File: config.mk
export PLATFORM = sky130hd
export DESIGN_NAME = regbank_port_arbiter
export DESIGN_NICKNAME = d
export VERILOG_FILES = /design/src/rtl/regbank_arb_pkg.sv /design/src/rtl/regbank_write_queue.sv /design/src/rtl/regbank_port_arbiter.sv
export SDC_FILE = /design/constraint.sdc
export NUM_CORES = 1
export LEC_CHECK = 0
export CAP_MARGIN = 20
export CORE_UTILIZATION = 35
export CTS_CLUSTER_DIAMETER = 100
export DETAILED_ROUTE_END_ITERATION = 8
export PLACE_DENSITY = 0.67
export SLEW_MARGIN = 20
export SYNTH_ARGS = -nofsm -noshare
export SYNTH_HDL_FRONTEND = slang
export SYNTH_SLANG_ARGS = --single-unit
File: constraint.sdc
create_clock -name clk -period 16.68 [get_ports clk]
set_input_delay 2.502 -clock clk [delete_from_list [all_inputs] [get_ports clk]]
set_output_delay 2.502 -clock clk [all_outputs]
set_load 0.01 [all_outputs]
File: src/rtl/regbank_arb_pkg.sv
// Shared types for the register-bank port arbiter: widths, write-queue entry and bank grant kinds.
package regbank_arb_pkg;

    localparam int REG_W = 16;
    localparam int IDX_W = 4;

    typedef struct packed {
        logic [IDX_W-1:0] idx;
        logic [REG_W-1:0] data;
    } wq_entry_t;

    typedef enum logic [1:0] {
        G_IDLE,
        G_READ,
        G_WRITE
    } grant_e;

endpackage

File: src/rtl/regbank_write_queue.sv
// Write-back queue: two enqueues and one dequeue per cycle, plus per-operand lookups that
// report whether any queued entry targets a register and the data of the youngest such entry.
module regbank_write_queue
    import regbank_arb_pkg::*;
#(
    parameter int DEPTH = 4
) (
    input  logic                         clk,
    input  logic                         rst,
    input  logic                         push0,
    input  logic [IDX_W-1:0]             push0_idx,
    input  logic [REG_W-1:0]             push0_data,
    input  logic                         push1,
    input  logic [IDX_W-1:0]             push1_idx,
    input  logic [REG_W-1:0]             push1_data,
    input  logic                         pop,
    output logic [IDX_W-1:0]             head_idx,
    output logic [REG_W-1:0]             head_data,
    output logic [$clog2(DEPTH):0]       count,
    input  logic                         look_a_en,
    input  logic [IDX_W-1:0]             look_a_idx,
    input  logic [IDX_W-1:0]             look_b_idx,
    output logic                         match_a,
    output logic                         match_b,
    output logic [REG_W-1:0]             match_data_a,
    output logic [REG_W-1:0]             match_data_b
);

    localparam int PTR_W = $clog2(DEPTH);
    localparam int CNT_W = PTR_W + 1;

    wq_entry_t        mem_q [DEPTH];
    wq_entry_t        slot;
    logic [PTR_W-1:0] wr_ptr_q, wr_ptr_d;
    logic [PTR_W-1:0] rd_ptr_q, rd_ptr_d;
    logic [CNT_W-1:0] count_q, count_d;

    // Pointers wrap naturally because DEPTH is a power of two.
    always_comb begin
        wr_ptr_d = wr_ptr_q + PTR_W'(push0) + PTR_W'(push1);
        rd_ptr_d = rd_ptr_q + PTR_W'(pop);
        count_d  = count_q + CNT_W'(push0) + CNT_W'(push1) - CNT_W'(pop);
    end

    // NOTE: non-blocking assignments so every flop samples pre-edge values, independent of block order.
    always_ff @(posedge clk or posedge rst) begin
        if (rst) begin
            wr_ptr_q <= '0;
            rd_ptr_q <= '0;
            count_q  <= '0;
        end else begin
            wr_ptr_q <= wr_ptr_d;
            rd_ptr_q <= rd_ptr_d;
            count_q  <= count_d;
        end
    end

    // NOTE: storage is deliberately not reset; pointers and count alone define which slots are live.
    always_ff @(posedge clk) begin
        if (push0) mem_q[wr_ptr_q] <= '{idx: push0_idx, data: push0_data};
        if (push1) mem_q[wr_ptr_q + PTR_W'(push0)] <= '{idx: push1_idx, data: push1_data};
    end

    assign head_idx  = mem_q[rd_ptr_q].idx;
    assign head_data = mem_q[rd_ptr_q].data;
    assign count     = count_q;

    // NOTE: every output gets a default first so no path through this block infers a latch.
    always_comb begin
        match_a      = 1'b0;
        match_b      = 1'b0;
        match_data_a = '0;
        match_data_b = '0;
        slot         = '0;
        // Walk oldest to youngest so the last hit is the youngest matching entry.
        for (int k = 0; k < DEPTH; k++) begin
            if (CNT_W'(k) < count_q) begin
                slot = mem_q[rd_ptr_q + PTR_W'(k)];
                if (look_a_en && slot.idx == look_a_idx) begin
                    match_a      = 1'b1;
                    match_data_a = slot.data;
                end
                if (slot.idx == look_b_idx) begin
                    match_b      = 1'b1;
                    match_data_b = slot.data;
                end
            end
        end
    end

endmodule

File: src/rtl/regbank_port_arbiter.sv
// Arbitrates the single-port register bank between operand reads and queued write-backs.
// Optional macro REGBANK_FORWARD_EN lets hazarding reads issue and take queued data instead of draining.
module regbank_port_arbiter
    import regbank_arb_pkg::*;
#(
    parameter int WQ_DEPTH       = 4,
    parameter int MAX_READ_BURST = 3
) (
    input  logic        clk,
    input  logic        rst,
    input  logic        rd_req,
    output logic        rd_ready,
    input  logic [3:0]  rd_regA,
    input  logic [3:0]  rd_regB,
    input  logic        rd_imm_flag,
    input  logic [15:0] rd_imm,
    output logic        rd_valid,
    output logic [15:0] rd_dataA,
    output logic [15:0] rd_dataB,
    input  logic        wb0_valid,
    output logic        wb0_ready,
    input  logic [3:0]  wb0_reg,
    input  logic [15:0] wb0_data,
    input  logic        wb1_valid,
    output logic        wb1_ready,
    input  logic [3:0]  wb1_reg,
    input  logic [15:0] wb1_data,
    output logic [3:0]  bank_regA,
    output logic [3:0]  bank_regB,
    output logic [3:0]  bank_regC,
    output logic [15:0] bank_dado,
    output logic        bank_RW,
    output logic        bank_flagImediato,
    output logic [15:0] bank_imediato,
    input  logic [15:0] bank_saidaA,
    input  logic [15:0] bank_saidaB,
    output logic [2:0]  wq_count,
    output logic        busy
);

    localparam int CNT_W   = $clog2(WQ_DEPTH) + 1;
    localparam int BURST_W = $clog2(MAX_READ_BURST + 1);

    grant_e             grant;
    logic               read_ok;
    logic               q_empty, q_full;
    logic [CNT_W-1:0]   count, free;
    logic [IDX_W-1:0]   head_idx;
    logic [REG_W-1:0]   head_data;
    logic               match_a, match_b;
    logic [REG_W-1:0]   match_data_a, match_data_b;
    logic               push0, push1;
    logic [BURST_W-1:0] burst_q, burst_d;
    logic               rd_valid_q, rd_valid_d;

    regbank_write_queue #(.DEPTH(WQ_DEPTH)) u_wq (
        .clk          (clk),
        .rst          (rst),
        .push0        (push0),
        .push0_idx    (wb0_reg),
        .push0_data   (wb0_data),
        .push1        (push1),
        .push1_idx    (wb1_reg),
        .push1_data   (wb1_data),
        .pop          (grant == G_WRITE),
        .head_idx     (head_idx),
        .head_data    (head_data),
        .count        (count),
        .look_a_en    (!rd_imm_flag),
        .look_a_idx   (rd_regA),
        .look_b_idx   (rd_regB),
        .match_a      (match_a),
        .match_b      (match_b),
        .match_data_a (match_data_a),
        .match_data_b (match_data_b)
    );

    assign q_empty = (count == '0);
    assign q_full  = (count == CNT_W'(WQ_DEPTH));

`ifdef REGBANK_FORWARD_EN
    assign read_ok = 1'b1;
`else
    assign read_ok = !(match_a || match_b);
`endif

    // A pending hazard always implies a non-empty queue, so draining and background writes share one branch.
    always_comb begin
        grant = G_IDLE;
        if (rst)
            grant = G_IDLE;
        else if (q_full)
            grant = G_WRITE;
        else if (rd_req && !q_empty && burst_q == BURST_W'(MAX_READ_BURST))
            grant = G_WRITE;
        else if (rd_req && read_ok)
            grant = G_READ;
        else if (!q_empty)
            grant = G_WRITE;
    end

    // Free slots count the dequeue happening this cycle, so a full queue still takes one write.
    assign free      = CNT_W'(WQ_DEPTH) - count + CNT_W'(grant == G_WRITE);
    assign wb0_ready = !rst && (free >= CNT_W'(1));
    assign wb1_ready = !rst && (free >= (wb0_valid ? CNT_W'(2) : CNT_W'(1)));
    assign push0     = wb0_valid && wb0_ready;
    assign push1     = wb1_valid && wb1_ready;

    always_comb begin
        rd_ready          = (grant == G_READ);
        bank_RW           = (grant == G_WRITE);
        bank_regA         = '0;
        bank_regB         = '0;
        bank_flagImediato = 1'b0;
        bank_imediato     = '0;
        bank_regC         = '0;
        bank_dado         = '0;
        if (grant == G_READ) begin
            bank_regA         = rd_regA;
            bank_regB         = rd_regB;
            bank_flagImediato = rd_imm_flag;
            bank_imediato     = rd_imm;
        end
        if (grant == G_WRITE) begin
            bank_regC = head_idx;
            bank_dado = head_data;
        end
    end

    // Reads only count toward the burst limit while writes are waiting behind them.
    always_comb begin
        burst_d    = burst_q;
        rd_valid_d = (grant == G_READ);
        if (grant == G_WRITE)
            burst_d = '0;
        else if (grant == G_READ)
            burst_d = q_empty ? '0 : burst_q + BURST_W'(1);
    end

`ifdef REGBANK_FORWARD_EN
    logic             fwd_a_q, fwd_a_d, fwd_b_q, fwd_b_d;
    logic [REG_W-1:0] fwd_data_a_q, fwd_data_a_d, fwd_data_b_q, fwd_data_b_d;

    always_comb begin
        fwd_a_d      = (grant == G_READ) && match_a;
        fwd_b_d      = (grant == G_READ) && match_b;
        fwd_data_a_d = match_data_a;
        fwd_data_b_d = match_data_b;
    end

    always_ff @(posedge clk or posedge rst) begin
        if (rst) begin
            fwd_a_q      <= 1'b0;
            fwd_b_q      <= 1'b0;
            fwd_data_a_q <= '0;
            fwd_data_b_q <= '0;
        end else begin
            fwd_a_q      <= fwd_a_d;
            fwd_b_q      <= fwd_b_d;
            fwd_data_a_q <= fwd_data_a_d;
            fwd_data_b_q <= fwd_data_b_d;
        end
    end
`else
    logic unused_fwd_data;
    assign unused_fwd_data = ^{match_data_a, match_data_b};
`endif

    always_ff @(posedge clk or posedge rst) begin
        if (rst) begin
            burst_q    <= '0;
            rd_valid_q <= 1'b0;
        end else begin
            burst_q    <= burst_d;
            rd_valid_q <= rd_valid_d;
        end
    end

    always_comb begin
        rd_dataA = '0;
        rd_dataB = '0;
        if (rd_valid_q) begin
            rd_dataA = bank_saidaA;
            rd_dataB = bank_saidaB;
`ifdef REGBANK_FORWARD_EN
            if (fwd_a_q) rd_dataA = fwd_data_a_q;
            if (fwd_b_q) rd_dataB = fwd_data_b_q;
`endif
        end
    end

    assign rd_valid = rd_valid_q;
    assign wq_count = 3'(count);
    assign busy     = !q_empty || rd_valid_q;

endmodule

==> impl_metrics.tcl, run 1 <==
set metrics [dict create \
    result_of_the_run "finished, final reports clean" \
    synth_enable_flop_cells 80 \
    final_layout_size_suffix_gt1_frac 0.2101 \
    yosys.area.top_type "sky130_fd_sc_hd__edfxtp_1" \
    avgViaCountPerCell 5.029 \
    ios 188 \
    overflow 0 \
    final.setup.tns_ps 0 \
    fraction_of_the_yosys_area_taken_by_sequential_cells 0.4492 \
    final.setup.worst_slack_ps 8262 \
    synthTopCellsByCount "81 x sky130_fd_sc_hd__mux2_2, 80 x sky130_fd_sc_hd__edfxtp_1, 78 x sky130_fd_sc_hd__and2_1" \
    yosys.area_share.adder 0.03432 \
    cts.repair.resized 0 \
    grt_max_degree 35 \
    drt_iter0_markers 138 \
    yosysWarnings 0 \
    ant_nets 0 \
    max_stage_delay_ps 650 \
    cts-htree-levels 3 \
    async_reset_ff_frac 0.1111 \
    synthesis.area_per_instance_um2 13.64 \
    via_count 4199 \
    drt-total-wl_mm 14.98 \
    wire_length_of_the_first_global_routing_pass_mm 23.40 \
    crit_required_ps 14180 \
    number_of_distinct_library_cells_after_synthesis 39 \
    rsz0062_at_grt "no" \
    cpLargestDelayFamily "buffers and inverters" \
    grt_pass1_vias 4404 \
    core.rowCount 47 \
    fp.dieW_um 131.9 \
    post-route-min-period_ps 8418 \
    dr.pass1.iters 5 \
    actual_slew_at_the_worst_max_slew_pin_ps 998.9 \
    cp_cell_sequence "clkdlybuf4s50_1, xnor2_1, nand3_1, nor4b_2, nor3_2, nand4b_4, o31a_1, ha_1, inv_1, ha_1, inv_1, ha_1, ha_1, a21oi_1, a21oi_1, clkdlybuf4s50_1" \
    power_per_cell_area_mw_per_mm2 149.5 \
    total_nets_after_synthesis 550 \
    synthesis.instances 433 \
    dieHeight_um 131.9 \
    antenna_found_initial 1 \
    tritoncts.num_buffers 9 \
    synthMostInstantiatedCell "sky130_fd_sc_hd__mux2_2" \
    ys_top_cells_by_area "sky130_fd_sc_hd__edfxtp_1 41%, sky130_fd_sc_hd__mux2_2 15%, sky130_fd_sc_hd__and2_1 8.3%" \
    timing.fmax_ghz 0.1188 \
    synthMuxAreaShare 0.2860 \
    cts-hold-fix-buffers 0 \
    mappedNetlistArea_mm2 0.005906 \
    post_synthesis_register_bit_count 90 \
    cts_max_path_bufs 2 \
    endpoint_kind "output pin" \
    areaGrowthSynthToFinish_pct 39.39 \
    max_cap_viol_count 0 \
    timing.critical_path.mode_cell "sky130_fd_sc_hd__ha_1" \
    synth-compound-area-share 0.01525 \
    worst_setup_hold_path_clk_slew_ps 60 \
    final_estimated_routing_congestion_in_global_placement 0.8925 \
    tritoncts_num_sinks 90 \
    timing_hold_violations_final 0 \
    cp.buffers_inverters 4 \
    finish.net_count 726 \
    post_cts_buffers 0 \
    simple_gate_share_of_the_synthesized_area 0.1233 \
    gr_util_all_layers 0.1761 \
    synth_xor_area_frac 0.05487 \
    worst_path_arrival_time_ps 5920 \
    synthFlopType "sky130_fd_sc_hd__edfxtp_1" \
    synthDominantCellAreaShare 0.4068 \
    critPathLaunchType "input port" \
    floorplan.die_area_mm2 0.01740 \
    drt_wl_cell_um 17.94 \
    dpl.hpwl_mm 10.64 \
    clock_latency_late_sink_ps 340 \
    slew_headroom 0.3341 \
    finalCritPeriodShare 0.5047 \
    timing.setup.critical_path_class "input port to output pin" \
    drc 0 \
    vdd_ir_drop_max_v 0.00007432 \
    postLayoutCoreUtil 0.4981 \
    crit_fanout 5 \
    skew_ps 9.938 \
    combinational_family_with_the_most_area_after_synthesis "multiplexers" \
    placement.io_buffers 187 \
    clock-root-buffer "sky130_fd_sc_hd__clkbuf_16" \
    initial_utilization 0.3574 \
    placement.setup.worst_slack_ps 8211 \
    static-leakage-power_nw 2.935 \
    coreArea_mm2 0.01652 \
    cts_tree "done" \
    final-setup-viol-count 0 \
    worst_hold_path_type "register to register" \
    drv_slew 0 \
    critPathSlowestCell "sky130_fd_sc_hd__clkdlybuf4s50_1" \
]
path summary, 6_finish.rpt:
path | startpoint | end | slack [ps] | cells past startpoint
worst max-delay path | rd_regA[2] | wb1_ready | 8260 | 16
worst min-delay path | burst_q[1] | burst_q[1] | 510 | 2
worst max register to register | u_wq.rd_ptr_q[0] | u_wq.mem_q[0][6] | 10710 | 19
worst min register to register | burst_q[1] | burst_q[1] | 510 | 2
max in group asynchronous | rst | u_wq.rd_ptr_q[0] | 13780 | 2
min in group asynchronous | rst | burst_q[1] | 2600 | 2
power breakdown:
| part | internal [mW] | switching, mW |
|---|---|---|
| logic | 0.364 | 0.308 |
| clock network | 0.100 | 0.0772 |
| registers | 0.328 | 0.0534 |
worst register-to-register path, cell delays in order (launching register included):
cell and delay [ps]:
sky130_fd_sc_hd__dfrtp_2 1010, sky130_fd_sc_hd__mux4_1 750, sky130_fd_sc_hd__xnor2_1 150, sky130_fd_sc_hd__nor4b_2 160, sky130_fd_sc_hd__nor3_2 270, sky130_fd_sc_hd__nand4b_4 150, sky130_fd_sc_hd__o31a_1 260, sky130_fd_sc_hd__ha_1 200
sky130_fd_sc_hd__inv_1 70, sky130_fd_sc_hd__ha_1 130, sky130_fd_sc_hd__inv_1 40, sky130_fd_sc_hd__ha_1 180, sky130_fd_sc_hd__xnor2_1 200, sky130_fd_sc_hd__a31oi_1 150, sky130_fd_sc_hd__and2_1 250, sky130_fd_sc_hd__ha_1 250
sky130_fd_sc_hd__xnor2_1 360, sky130_fd_sc_hd__nand2_2 500, sky130_fd_sc_hd__o21ai_2 190, sky130_fd_sc_hd__buf_4 340
cell families (layout without fill, tap and decap cells):
group	Yosys count	count (layout)
and+or+nand+nor	118	118
buffers and inverters	43	224
adders and majority gates	15	15
muxes	115	115
DFF	90	90
xor gates and xnor gates	37	37
AOI/OAI and AO/OA	15	15
other	0	1
stage by stage:
stage | power [mW] | std cells | hold slack, ps | instance area [um2]
2_1_floorplan | 0.8150 | 433 | 453.8 | 5906
3_3_place_gp | 1.045 | 817 | 469.1 | 7955
3_5_place_dp | 1.065 | 818 | 505.8 | 7970
4_1_cts | 1.244 | 834 | 519.2 | 8227
5_1_grt | 1.309 | 834 | 544.2 | 8229
6_report | 1.231 | 835 | 511.9 | 8232
layout by cell type, fill, tap and decap left out, types with 12 or more instances in the layout:
cell	n
sky130_fd_sc_hd__clkdlybuf4s50_1	187
sky130_fd_sc_hd__mux2_2	81
sky130_fd_sc_hd__edfxtp_1	80
sky130_fd_sc_hd__and2_1	78
sky130_fd_sc_hd__xnor2_1	28
sky130_fd_sc_hd__mux4_2	17
sky130_fd_sc_hd__mux4_1	13
sky130_fd_sc_hd__ha_1	13
sky130_fd_sc_hd__inv_1	12
flip-flops by register name (all words and copies together), names as in the netlist:
signal         cells
burst_q            2
u_wq.mem_q        80
u_wq.count         3
rd_valid           1
u_wq.wr_ptr_q      2
u_wq.rd_ptr_q      2
layer usage:
| layer | share of wire | global-route usage | wire [um] | up-vias |
|---|---|---|---|---|
| li1 | - | - | - | 1959 |
| met5 | 0 | 0 | 0 | - |
| met4 | 0.026 | 0.07235 | 389 | 0 |
| met1 | 0.40 | 0.1949 | 5928 | 2030 |
| met3 | 0.065 | 0.05383 | 981 | 24 |
| met2 | 0.51 | 0.3133 | 7678 | 186 |
area by class of cell:
type	count	area, um2
well taps	220	275.3
multi-input cells	300	3052
fillers	1444	8293
clock inverters	3	16.27
inverters	12	45.04
repair buffers	196	1947
clock buffers	13	240.2
flip-flops and latches	90	2654
diodes	1	2.502
No activity file was read; power rests on OpenSTA's default activity.
==> inputs of run 2 (changes only) <==
==> constraint.sdc (replaced) <==
create_clock -name clk -period 7.9 [get_ports clk]
set_input_delay 1.185 -clock clk [delete_from_list [all_inputs] [get_ports clk]]
set_output_delay 1.185 -clock clk [all_outputs]
set_load 0.01 [all_outputs]
==> impl_metrics.tcl, run 2 (synthesis results as in run 1) <==
set metrics [dict create \
    cts.repair.resized 0 \
    drv_slew 0 \
    power_frac_seq 0.311 \
    power.total_mw 2.661 \
    sw_frac_of_total 0.3488 \
    core.rowCount 47 \
    via_count 4174 \
    post_dp_cell_area_mm2 0.007970 \
    dpl.hpwl_mm 11.02 \
    timing.fmax_ghz 0.1631 \
    timing_hold_violations_final 0 \
    tritoncts.num_buffers 9 \
    largest_reg_flops 80 \
    tritoncts_num_sinks 90 \
    crit_fanout 33 \
    cts_max_path_bufs 2 \
    final-setup-viol-count 0 \
    timing.critical_path.mode_cell "sky130_fd_sc_hd__ha_1" \
    initial_utilization 0.3574 \
    drt_iter0_markers 204 \
    actual_slew_at_the_worst_max_slew_pin_ps 974.1 \
    result_of_the_run "finished, final reports clean" \
    critPathSlowestCell "sky130_fd_sc_hd__dfrtp_2" \
    wire_length_of_the_first_global_routing_pass_mm 23.87 \
    top_register "u_wq.mem_q" \
    antenna_found_initial 2 \
    clock_latency_late_sink_ps 350 \
    stdcell_area_mm2 0.008285 \
    floorplan.die_area_mm2 0.01740 \
    finalCritPeriodShare 0.7763 \
    coreArea_mm2 0.01652 \
    cp.buffers_inverters 3 \
    avgViaCountPerCell 4.987 \
    timing.setup.critical_path_class "register to output pin" \
    drc 0 \
    endpoint_kind "output pin" \
    final_estimated_routing_congestion_in_global_placement 0.8977 \
    critPathLaunchType "register" \
    max_cap_viol_count 0 \
    slew_headroom 0.3506 \
    r2r.worst_path.cells 19 \
    final.setup.tns_ps 0 \
    worst_setup_hold_path_clk_slew_ps 60 \
    dieHeight_um 131.9 \
    rr_startpoint "u_wq.rd_ptr_q[0]" \
    drt_wl_cell_um 18.16 \
    power.combinational.fraction 0.521 \
    final.setup.worst_slack_ps 1767 \
    overflow 0 \
    dr.pass1.iters 4 \
    cts-hold-fix-buffers 0 \
    layout.cells.most_common "sky130_fd_sc_hd__clkdlybuf4s50_1" \
    min_delay_worst_endpoint "burst_q[1]" \
    crit_required_ps 6710 \
    fp.dieW_um 131.9 \
    r2r-end "u_wq.mem_q[1][9]" \
    fillerInstances 1401 \
    vdd_ir_drop_max_v 0.0001371 \
    rsz0062_at_grt "no" \
    cts-htree-levels 3 \
    final_cell_mix "187 x sky130_fd_sc_hd__clkdlybuf4s50_1, 81 x sky130_fd_sc_hd__mux2_2, 80 x sky130_fd_sc_hd__edfxtp_1, 78 x sky130_fd_sc_hd__and2_1, 28 x sky130_fd_sc_hd__xnor2_1" \
    skew_ps 8.969 \
    grt_pass1_vias 4435 \
    max_stage_delay_ps 1010 \
    power.switching_mw 0.9281 \
    static-leakage-power_nw 2.964 \
    cpLargestDelayFamily "flip-flops" \
    cp_cell_sequence "mux4_1, xnor2_1, nor4b_2, nor3_2, nand4b_4, o31a_1, ha_1, inv_1, ha_1, inv_1, ha_1, ha_1, a21oi_1, a21oi_1, clkdlybuf4s50_1" \
    cts_tree "done" \
    hold_depth 2 \
    power_frac_clock 0.168 \
    hold_start "burst_q[1]" \
    ant_nets 0 \
    gr_util_all_layers 0.1793 \
    post_cts_buffers 0 \
    drt-total-wl_mm 15.20 \
    postLayoutCoreUtil 0.5014 \
    finish.net_count 727 \
    worst-r2r-setup-slack_ps 2020 \
    power_per_cell_area_mw_per_mm2 321.2 \
    placement.setup.worst_slack_ps 1928 \
    ios 188 \
    worst_hold_path_type "register to register" \
    grt_max_degree 35 \
    placement.io_buffers 187 \
    intPower_mw 1.733 \
    worst_path_arrival_time_ps 4950 \
    areaGrowthSynthToFinish_pct 40.30 \
    clock-root-buffer "sky130_fd_sc_hd__clkbuf_16" \
    post-route-min-period_ps 6133 \
    final_layout_size_suffix_gt1_frac 0.2146 \
]
-- run 2: changes by cell type in the layout (fill, tap and decap cells not counted), sizes merged --
cell and delta:
clkbuf -3, bufinv +2, buf +1, clkinv +1, diode +1
-- run 2: cell type report --
type / instances / area (um2) / area share
clock buffers: 10 / 229.0 / 0.02764
flip-flops and latches: 90 / 2654 / 0.3203
diodes: 2 / 5.005 / 0.0006040
well taps: 220 / 275.3 / 0.03322
inverters: 12 / 45.04 / 0.005436
clock inverters: 6 / 81.33 / 0.009816
repair buffers: 197 / 1947 / 0.2350
multi-input cells: 300 / 3049 / 0.3680
-- run 2: how the worst max path moves through the flow --
stage,start,end,slack [ps],depth (start not counted)
6_report,u_wq.rd_ptr_q[0],wb1_ready,1770,15
5_1_grt,u_wq.rd_ptr_q[1],wb1_ready,1430,17
4_1_cts,u_wq.rd_ptr_q[0],wb1_ready,1660,15
3_5_place_dp,rd_regB[0],u_wq.mem_q[1][11],1930,21
3_3_place_gp,rd_regB[0],u_wq.mem_q[1][6],2030,21
2_1_floorplan,rd_regA[1],u_wq.mem_q[1][0],2060,21
-- run 2: worst register-to-register path, stage by stage, from the launching register on --
cell and delay [ps]:
sky130_fd_sc_hd__dfrtp_2 1010, sky130_fd_sc_hd__mux4_1 730, sky130_fd_sc_hd__xnor2_1 150, sky130_fd_sc_hd__nor4b_2 170, sky130_fd_sc_hd__nor3_2 280, sky130_fd_sc_hd__nand4b_4 140
sky130_fd_sc_hd__o31a_1 260, sky130_fd_sc_hd__ha_1 200, sky130_fd_sc_hd__inv_1 60, sky130_fd_sc_hd__ha_1 130, sky130_fd_sc_hd__inv_1 40, sky130_fd_sc_hd__ha_1 180
sky130_fd_sc_hd__xnor2_1 190, sky130_fd_sc_hd__a31oi_1 130, sky130_fd_sc_hd__and2_1 230, sky130_fd_sc_hd__ha_1 240, sky130_fd_sc_hd__xnor2_1 290, sky130_fd_sc_hd__nand3_1 510
sky130_fd_sc_hd__buf_4 400, sky130_fd_sc_hd__mux2_2 290
-- run 2: layer usage --
metal	up-vias	track usage	share of wire	wire length (um)
met5	-	0	0	0
met4	0	0.06977	0.019	294
met3	22	0.04537	0.067	1017
met2	177	0.3263	0.51	7809
met1	2016	0.2000	0.40	6075
li1	1959	-	-	-
-- run 2: power by group through the flow --
stage	clock network, mW	registers (mW)	logic (mW)
finish	0.448	0.827	1.39
global route	0.473	0.852	1.50
detailed placement	0	0.843	1.39
global placement	0	0.831	1.37
floorplan	0	0.755	0.966
CTS	0.456	0.833	1.40
-- run 2: stage by stage --
step,instances,hold slack (ps)
after CTS,835,493.0
after global placement,819,467.7
after floorplan,433,453.8
after global routing,835,526.9
after detailed placement,819,480.0
final,837,488.2
